File: src/rtl/match_ctrl.sv
// match_ctrl: match sequencing for a two-player ball game.
// Divides the system clock into physics frames, gates the physics engine
// with a one-cycle enable, keeps both scores, freezes play for a few frames
// after every point and declares the match winner.
// Optional feature macro: MATCH_DEUCE_EN (win by two, still capped at 31).

module match_ctrl #(
    parameter int FRAME_DIV    = 833333,
    parameter int PAUSE_FRAMES = 60,
    parameter int WIN_SCORE    = 15
) (
    input  logic       clk,
    input  logic       rst,
    input  logic       start,
    input  logic       phys_valid,
    input  logic       phys_game_over,
    input  logic [1:0] phys_winner,
    output logic       phys_en,
    output logic [4:0] p1_score,
    output logic [4:0] p2_score,
    output logic [1:0] state,
    output logic [1:0] match_winner
);

    localparam int              CW         = (FRAME_DIV > 2) ? $clog2(FRAME_DIV) : 1;
    localparam logic [CW-1:0]   FRAME_LAST = CW'(FRAME_DIV - 1);
    localparam logic [4:0]      WIN5       = 5'(WIN_SCORE);
    localparam logic [4:0]      SCORE_MAX  = 5'd31;
    localparam logic [7:0]      PAUSE_LOAD = 8'(PAUSE_FRAMES);

    typedef enum logic [1:0] {
        IDLE  = 2'd0,
        PLAY  = 2'd1,
        PAUSE = 2'd2,
        OVER  = 2'd3
    } state_t;

    state_t        cur_state;
    state_t        nxt_state;
    logic [CW-1:0] frame_cnt;
    logic          frame_tick;
    logic [7:0]    pause_cnt;
    logic [7:0]    pause_nxt;
    logic [4:0]    p1_nxt;
    logic [4:0]    p2_nxt;
    logic [1:0]    winner_nxt;
    logic          point_evt;
    logic [4:0]    p1_inc;
    logic [4:0]    p2_inc;

    // A score can only be incremented from PLAY, and reaching 31 always
    // ends the match, so these +1 results never wrap.
    assign frame_tick = (frame_cnt == FRAME_LAST);
    assign point_evt  = phys_valid && phys_game_over &&
                        ((phys_winner == 2'd1) || (phys_winner == 2'd2));
    assign p1_inc     = p1_score + 5'd1;
    assign p2_inc     = p2_score + 5'd1;
    assign state      = cur_state;

    // Decides whether a freshly incremented score ends the match.
    function automatic logic wins(input logic [4:0] mine, input logic [4:0] opp);
`ifdef MATCH_DEUCE_EN
        wins = (mine == SCORE_MAX) ||
               ((mine >= WIN5) && ({1'b0, mine} >= ({1'b0, opp} + 6'd2)));
`else
        wins = (mine == WIN5) || (mine == SCORE_MAX);
`endif
    endfunction

    // Free-running frame divider; the tick is its last count.
    always_ff @(posedge clk) begin
        if (rst)
            frame_cnt <= '0;
        else if (frame_tick)
            frame_cnt <= '0;
        else
            frame_cnt <= frame_cnt + 1'b1;
    end

    // Physics enable follows a frame tick by one cycle, only while playing.
    always_ff @(posedge clk) begin
        if (rst)
            phys_en <= 1'b0;
        else
            phys_en <= frame_tick && (cur_state == PLAY);
    end

    // Match state, scores, winner and pause counter registers.
    always_ff @(posedge clk) begin
        if (rst) begin
            cur_state    <= IDLE;
            pause_cnt    <= '0;
            p1_score     <= '0;
            p2_score     <= '0;
            match_winner <= 2'd0;
        end else begin
            cur_state    <= nxt_state;
            pause_cnt    <= pause_nxt;
            p1_score     <= p1_nxt;
            p2_score     <= p2_nxt;
            match_winner <= winner_nxt;
        end
    end

    // Next-state logic: start pulses, point scoring and pause countdown.
    always_comb begin
        nxt_state  = cur_state;
        pause_nxt  = pause_cnt;
        p1_nxt     = p1_score;
        p2_nxt     = p2_score;
        winner_nxt = match_winner;

        case (cur_state)
            IDLE, OVER: begin
                if (start) begin
                    nxt_state  = PLAY;
                    p1_nxt     = '0;
                    p2_nxt     = '0;
                    winner_nxt = 2'd0;
                    pause_nxt  = '0;
                end
            end

            PLAY: begin
                if (point_evt) begin
                    if (phys_winner == 2'd1) begin
                        p1_nxt = p1_inc;
                        if (wins(p1_inc, p2_score)) begin
                            nxt_state  = OVER;
                            winner_nxt = 2'd1;
                        end else begin
                            nxt_state = PAUSE;
                            pause_nxt = PAUSE_LOAD;
                        end
                    end else begin
                        p2_nxt = p2_inc;
                        if (wins(p2_inc, p1_score)) begin
                            nxt_state  = OVER;
                            winner_nxt = 2'd2;
                        end else begin
                            nxt_state = PAUSE;
                            pause_nxt = PAUSE_LOAD;
                        end
                    end
                end
            end

            PAUSE: begin
                if (frame_tick) begin
                    if (pause_cnt <= 8'd1) begin
                        pause_nxt = '0;
                        nxt_state = PLAY;
                    end else begin
                        pause_nxt = pause_cnt - 8'd1;
                    end
                end
            end

            default: begin
                nxt_state = IDLE;
            end
        endcase
    end

endmodule

File: config.mk
export PLATFORM = sky130hd
export DESIGN_NAME = match_ctrl
export DESIGN_NICKNAME = d
export VERILOG_FILES = /design/src/rtl/match_ctrl.sv
export SDC_FILE = /design/constraint.sdc
export NUM_CORES = 1
export LEC_CHECK = 0
export ABC_CLOCK_PERIOD_IN_PS = 1800
export CAP_MARGIN = 5
export CORE_MARGIN = 3
export CORE_UTILIZATION = 35
export DETAILED_ROUTE_END_ITERATION = 6
export DONT_BUFFER_PORTS = 1
export GPL_TIMING_DRIVEN = 0
export HOLD_SLACK_MARGIN = 0.05
export SYNTH_ARGS = -nofsm -noshare
export SYNTH_HDL_FRONTEND = slang
export SYNTH_SLANG_ARGS = --single-unit
File: constraint.sdc
create_clock -name clk -period 1.8 [get_ports clk]
set_input_delay 0.36 -clock clk [delete_from_list [all_inputs] [get_ports clk]]
set_output_delay 0.36 -clock clk [all_outputs]
set_load 0.01 [all_outputs]
Word-level counts from Yosys, hierarchy flattened
Index checks and enable logic that the tools add are counted.
Word-level totals
  flip-flop bits (word level): 43
  bits in latches: 0
  bits in writable memories: 0
  bits in read-only memories: 0
  input bits: 7
  word-level logic and storage cells: 76
  memories: 0
Operators by class
  $add $sub $neg: 4
  multipliers: 0
  div/mod/pow operators: 0
  order comparisons: 1
  equal/unequal tests: 20
  shift-type cells: 0
  mux-type cells: 29
  bitwise gates (word level): 0
  reductions and logical operators: 15
Operators with widths (number)
  $mux W8: 7
  $mux W5: 5
  $pmux W8 S3: 1
  $add A20 B1 Y20 const B: 1
  $eq A20 B20 Y1 const B: 1
  $mux W2: 10
  $pmux W5 S2: 2
  $reduce_and A4 Y1: 3
  $add A5 B1 Y5 const B: 2
  $eq A5 B4 Y1 const B: 2
  $eq A5 B5 Y1 const B: 2
  $ne A2 B2 Y1 const B: 5
  $reduce_and A5 Y1: 2
  $le A8 B1 Y1 const B: 1
  $sub A8 B1 Y8 const B: 1
  $eq A2 B2 Y1 const B: 3
  $ne A3 B3 Y1 const B: 2
  $pmux W2 S3: 1
  $eq A2 B1 Y1 const B: 2
  $pmux W2 S2: 1
  $reduce_or A2 Y1: 2
  $logic_and A1 B1 Y1: 3
  $logic_or A1 B1 Y1: 3
  $ne A3 B1 Y1 const B: 1
  other kinds (5): 6

Logic depth before layout (Yosys ltp)
Gate-level depths: netlist of the first run.
  depth in word-level cells: 7
  gate-level depth with buffers: 9

Worst setup path after synthesis of the first run
OpenSTA, ideal clock, no wires.
  path type: reg2reg
  start point: reg cur_state[0] (netlist: state[0])
  end point: reg p2_score[1]
  setup time: 0.070 ns
  arrival time: 1.885 ns
  setup slack: -0.156 ns
  cell stages (with the launch flop): 9
  buffers on the path: 1
  cell sequence: dfxtp_1 > inv_1 > ha_1 > nand2b_1 > o21ai_0 > or2_2 > clkbuf_1 > or3_1 > a21oi_1
On the way
  word-level cells in the longest chain between the ends: 4
Ends and longest elaborated chain
  start: declaration: line 38  | state_t cur_state;
  start signal: assignment: line 97  | cur_state <= nxt_state;
  $eq A2 B2 Y1 or $logic_not A2 Y1 (tied branches): line 113  | case (cur_state)
  $reduce_or A2 Y1: line 113
  $ne A2 B2 Y1 (no line) or $reduce_bool A2 Y1 (tied branches)
  $reduce_and A4 Y1 (no line)
  end signal: assignment: line 100  | p2_score <= p2_nxt;
  end: declaration: line 20  | output logic [4:0] p2_score,
Several ways; a longest one is shown, not always the timed one.
A chain may end at the register's enable or synchronous reset.

Final worst setup path of the first run
  start point: reg pause_cnt[5]
  end point: reg pause_cnt[7]
On the way
  word-level cells in the longest chain between the ends: 4
Ends and longest elaborated chain
  start: declaration: line 42  | logic [7:0] pause_cnt;
  start signal: assignment: line 98  | pause_cnt <= pause_nxt;
  $sub A8 B1 Y8 or $le A8 B1 Y1 (tied branches): line 154, 150
  $mux W8 *: line 150  | if (pause_cnt <= 8'd1) begin
  $mux W8 *: line 149  | if (frame_tick) begin
  $pmux W8 S3 *: line 113
Mark *: on every way between the ends. The rest lies on a longest branch, timed or not. The select of a mux whose other input is x is not followed.

==> results of run 1 <==
[power groups by stage]
stage | logic, mW | clock network, mW | registers (mW)
2_1_floorplan | 0.622 | 0 | 1.11
3_3_place_gp | 0.800 | 0 | 1.13
3_5_place_dp | 0.807 | 0 | 1.13
4_1_cts | 1.05 | 0.794 | 1.12
5_1_grt | 1.36 | 0.837 | 1.15
6_report | 1.27 | 0.785 | 1.13
[sequential cells by signal, summed over array words and instances, names as in the netlist]
register	cells
frame_cnt	20
match_winner	2
p1_score	5
p2_score	5
pause_cnt	8
phys_en	1
state	2
[logic make-up after synthesis]
| kind of cell | after synthesis |
|---|---|
| buffers and inverters | 26 |
| AND/OR/NAND/NOR | 145 |
| multiplexers | 3 |
| AO/OA/AOI/OAI | 65 |
| XOR/XNOR | 16 |
| adder cells (fa/ha/maj) | 12 |
| flip-flops | 43 |
[per-layer routing]
layer | global-route usage | vias up
met1 | 0.195 | 1205
met5 | 0 | -
met4 | 0.0523 | 0
met3 | 0.0427 | 15
met2 | 0.260 | 77
li1 | - | 1189
[worst paths after layout]
check                                   end  slack, ns  cells past startpoint
setup reg to reg  pause_cnt[7]$_SDFFE_PP0P_      -0.17                      6
hold reg to reg     frame_cnt[0]$_SDFF_PP0_       0.46                      1
setup / recovery  pause_cnt[7]$_SDFFE_PP0P_      -0.17                      6
hold / removal    pause_cnt[6]$_SDFFE_PP0P_       0.22                      3
[cell usage in the layout, fill, tap and decap left out, types with 4 or more instances in the layout]
cell type  instances
a21oi_1           16
a21oi_2            6
and2_1             5
buf_4             28
clkbuf_8           5
dfxtp_1           19
dfxtp_2           18
dfxtp_4            6
ha_1               6
ha_4               5
inv_1             13
nand2_1           27
nand3_1            8
nand4_1           15
nor2_1            32
nor3_1            11
nor4_1             4
o21ai_0           11
o21ai_1            4
o41ai_2            6
xnor2_1            9
xor2_1             7
[critical path: cells and delay by family, from the launching register on]
kind	cells	cell delay (ns)
AOI/OAI and AO/OA	4	0.79
buffers and inverters	1	0.19
DFF	1	0.33
and+or+nand+nor	1	0.55
[layout make-up]
type / count / area [um2]
inverters: 17 / 71.3
multi-input cells: 241 / 1870
clock inverters: 3 / 43.8
repair buffers: 30 / 239
clock buffers: 5 / 68.8
flip-flops and latches: 43 / 906
fillers: 623 / 3470
plain buffers: 8 / 50.0
well taps: 96 / 120
[repair_timing]
item,in CTS,in global routing
gates cloned,1,0
pin swaps,7,28
buffers inserted,9,20
endpoints found under the hold margin,0,0
gates resized for setup,51,56
endpoints found under the setup margin,33,29
[metrics by stage]
step	cell area [um2]	hold WS, ns	std cells	total power [mW]
CTS	2990	0.226	423	2.97
floorplan	2510	0.441	310	1.73
global placement	2630	0.463	406	1.93
finish	3360	0.224	443	3.18
detailed placement	2630	0.474	406	1.94
global route	3360	0.238	443	3.34
==> flow_summary.json, run 1 <==
{
  "status": "finished with violations",
  "violations": "negative setup slack",
  "report.final.slew_viol_count": 0,
  "yosysMostFrequentCell": "dfxtp_1",
  "synth.distinct_cells": 48,
  "wire_per_inst_um": 16.0,
  "power_density_mw_per_mm2": 947,
  "hold_buffers": 0,
  "p_int_mw": 1.99,
  "grt_pass1_vias": 2221,
  "critPathCaptureType": "flip-flop",
  "pwr-share-clk": 0.246,
  "setup_viol": 9,
  "netSwitchingPower_mw": 1.19,
  "worstHoldPathType": "in -> reg",
  "drt_wl_total_um": 7080,
  "ys.flop_type": "dfxtp_1",
  "synth-seq-cells": 43,
  "irDropWorstVdd_mv": 0.375,
  "antenna_found_initial": 0,
  "area_growth_pct": 36.0,
  "yosys_warnings": 0,
  "cp-startpoint": "pause_cnt[5]$_SDFFE_PP0P_",
  "rows": 30,
  "p_seq_frac": 0.356,
  "finalCritPeriodShare": 1.10,
  "synth_common_cells": "dfxtp_1 (43), nor2_1 (36), nand2_1 (28), a21oi_1 (21), o21ai_0 (17)",
  "rsz0062_at_grt": "true",
  "clk_latency_ns": 0.31,
  "yosysTopAreaCell": "dfxtp_1",
  "drt-initial-drc-count": 228,
  "timing.fmax_mhz": 507,
  "dpl_worst_slack_ns": -0.472,
  "hold_viol_final": 0,
  "wl_met2_um": 3480,
  "syn-mean-instance-area_um2": 7.98,
  "synth-simple-area-share": 0.307,
  "num-nets-final": 365,
  "top_layer_used": "met4",
  "die_h_um": 90.1,
  "synth_xor_xnor_area_share": 0.0567,
  "synthesis.area_mm2": 0.00247,
  "synth_top_family_by_area": "simple AND/OR/NAND/NOR gates",
  "die_area_mm2": 0.00811,
  "synth_top_area_share": 0.348,
  "core_area_mm2": 0.00683,
  "grt_max_degree": 15,
  "io_buffer_count": 0,
  "criticalPathCategory": "reg -> reg",
  "num_vias": 2486,
  "slowest_stage": "or4_4",
  "async_reset_ff_frac": 0,
  "met1Wirelength_um": 3060,
  "utilization": 0.492,
  "power_frac_comb": 0.398,
  "worstMarginPinSlew_ns": 0.607,
  "min_from": "rst",
  "grt-ovfl-total": 0,
  "layout_min_cycle_time_ns": 1.97,
  "via_per_inst": 5.61,
  "drive_gt1_frac": 0.366,
  "grt_util_all_layers": 0.156,
  "finalSetupTns_ns": -1.09,
  "cap_violations": 0,
  "place_hpwl_um": 4260,
  "cts_buffers": 5,
  "path_cells": "or4_4 -> o41ai_4 -> buf_6 -> a21oi_2 -> o41ai_2 -> o31ai_1",
  "dr_wl_met3_um": 395,
  "synth_adder_area_share": 0.0607,
  "synth_edf_count": 0,
  "cp_max_fo": 5,
  "synth_nets": 329,
  "die-width_um": 90.1,
  "finalClockSkew_ns": 0.0133,
  "syn_inst": 310,
  "switching_share": 0.374,
  "ctsRootBufferMaster": "clkbuf_8",
  "layout_setup_ws_ns": -0.172,
  "worst_ep_required_time_ns": 1.98,
  "synthTopCellsByArea": "dfxtp_1 (35%), ha_1 (6.1%), nor2_1 (5.5%)",
  "clockBufferDepth": 2,
  "start_util": 0.362,
  "synth_compound_area_frac": 0.172,
  "startpoint_type": "flip-flop",
  "gp_congestion": 0.835,
  "synthMuxAreaShare": 0.0126,
  "synth_seq_area_share": 0.348,
  "dr.pass1.iters": 5,
  "diodes": 0,
  "p_leak_nw": 1.14,
  "io_pins": 22,
  "clkTransAtPathRegs_ns": 0.08,
  "worstPathArrival_ns": 2.15,
  "cts_tree": "done",
  "r2r_start": "pause_cnt[5]$_SDFFE_PP0P_",
  "cts.sinks": 43,
  "drcViolationCount": 0,
  "slew_headroom": 0.592,
  "grt_first_pass_wirelength_um": 10600,
  "drtAntennaViolNets": 0,
  "crit_path_max_incr_delay_ns": 0.55,
  "htree_levels": 2
}
Note: power is estimated with default switching activity, not from simulation.
==> run 2, diff against run 1 <==
Settings changed: ABC_CLOCK_PERIOD_IN_PS 1800 to 1900.
Clock period 1.8 ns to 1.9 ns, I/O delays scaled along.
==> flow_summary.json, run 2 (synthesis results as in run 1) <==
{
  "final_common_cell": "nor2_1",
  "violations": "negative setup slack",
  "startpoint_type": "flip-flop",
  "finalCritPeriodShare": 1.05,
  "utilization": 0.457,
  "gp_congestion": 0.883,
  "stdcell_count": 424,
  "core_area_mm2": 0.00683,
  "hold_viol_final": 0,
  "io_pins": 22,
  "worstMarginPinSlew_ns": 0.537,
  "num-nets-final": 346,
  "rows": 30,
  "hold-worst-slack_ns": 0.258,
  "rrSetupSlack_ns": -0.1,
  "drt_wl_total_um": 6310,
  "layout_common_cells": "nor2_1 (33), dfxtp_1 (28), nand2_1 (27)",
  "htree_levels": 2,
  "die-width_um": 90.1,
  "num_vias": 2269,
  "cts.sinks": 43,
  "layout_min_cycle_time_ns": 2.00,
  "critPathCaptureType": "flip-flop",
  "status": "finished with violations",
  "place_inst": 406,
  "slew_headroom": 0.642,
  "largest_register_ffs": 20,
  "power_density_mw_per_mm2": 939,
  "place_hpwl_um": 4250,
  "via_per_inst": 5.35,
  "finalSetupTns_ns": -0.250,
  "report.final.slew_viol_count": 0,
  "worstHoldPathType": "in -> reg",
  "diodes": 0,
  "grt_first_pass_wirelength_um": 10200,
  "clk_latency_ns": 0.29,
  "die_h_um": 90.1,
  "worstPathArrival_ns": 2.17,
  "clkTransAtPathRegs_ns": 0.09,
  "dpl_worst_slack_ns": -0.516,
  "cp_max_fo": 5,
  "clockBufferDepth": 2,
  "layout_setup_ws_ns": -0.0959,
  "drtAntennaViolNets": 0,
  "p_leak_nw": 1.04,
  "grt_util_all_layers": 0.152,
  "cap_violations": 0,
  "io_buffer_count": 0,
  "drt-initial-drc-count": 145,
  "cts_buffers": 5,
  "largest-register": "frame_cnt",
  "antenna_found_initial": 0,
  "start_util": 0.362,
  "ctsRootBufferMaster": "clkbuf_8",
  "criticalPathCategory": "reg -> reg",
  "setup_viol": 5,
  "die_area_mm2": 0.00811,
  "dr.pass1.iters": 4,
  "wire_per_inst_um": 14.9,
  "drive_gt1_frac": 0.256,
  "rsz0062_at_grt": "true",
  "timing.fmax_mhz": 501,
  "area_growth_pct": 26.2,
  "grt_max_degree": 14,
  "hold_buffers": 0,
  "cts_tree": "done",
  "worst_ep_required_time_ns": 2.07,
  "grt-ovfl-total": 0,
  "grt_pass1_vias": 2108,
  "reg_top3": "frame_cnt: 20 flops, pause_cnt: 8 flops",
  "drcViolationCount": 0,
  "finalClockSkew_ns": 0.0118,
  "irDropWorstVdd_mv": 0.393
}
run 2: where the power goes:
| part | total (mW) | switching (mW) | internal, mW |
|---|---|---|---|
| Sequential | 1.07 | 0.101 | 0.970 |
| Clock | 0.836 | 0.310 | 0.526 |
| Combinational | 1.02 | 0.607 | 0.417 |
run 2: path summary, 6_finish.rpt:
check / start / end / cells after the start
max: pause_cnt[2]$_SDFFE_PP0P_ / pause_cnt[7]$_SDFFE_PP0P_ / 6
max reg2reg: pause_cnt[2]$_SDFFE_PP0P_ / pause_cnt[7]$_SDFFE_PP0P_ / 6
min reg2reg: frame_cnt[0]$_SDFF_PP0_ / frame_cnt[0]$_SDFF_PP0_ / 1
min: rst / pause_cnt[7]$_SDFFE_PP0P_ / 3
run 2: layout make-up:
class                           instances  area (um2)
Clock buffer                            6        72.6
Inverter                               17        71.3
Fill cell                             684        3710
Clock inverter                          2        60.1
Timing Repair Buffer                   11        80.1
Tap cell                               96         120
Sequential cell                        43         895
Multi-Input combinational cell        241        1770
Buffer                                  8        47.5
run 2: routing by layer:
| metal | track usage | share of wire | up-vias |
|---|---|---|---|
| li1 | - | - | 1151 |
| met1 | 0.203 | 0.46 | 1064 |
| met2 | 0.245 | 0.48 | 48 |
| met3 | 0.0385 | 0.047 | 6 |
| met4 | 0.0395 | 0.0097 | 0 |
| met5 | 0 | 0 | - |
run 2: per-stage QoR:
step                      area, um2  total power, mW
after floorplan                2480             1.60
after global placement         2600             1.78
after detailed placement       2600             1.79
after CTS                      2930             2.80
after global routing           3120             3.11
final                          3120             2.93
run 2: timing repair:
| item | CTS | global route |
|---|---|---|
| buffers inserted | 4 | 6 |
| gates resized for setup | 49 | 35 |
| pin swaps | 5 | 11 |
| setup endpoints to repair | 32 | 30 |
| gates cloned | 1 | 0 |
run 2: worst max-delay path, stage by stage, from the launching register on:
cell,delay (ns)
dfxtp_4,0.35
or4_4,0.57
o41ai_4,0.32
buf_6,0.18
a21oi_2,0.04
o41ai_2,0.30
o31ai_1,0.11
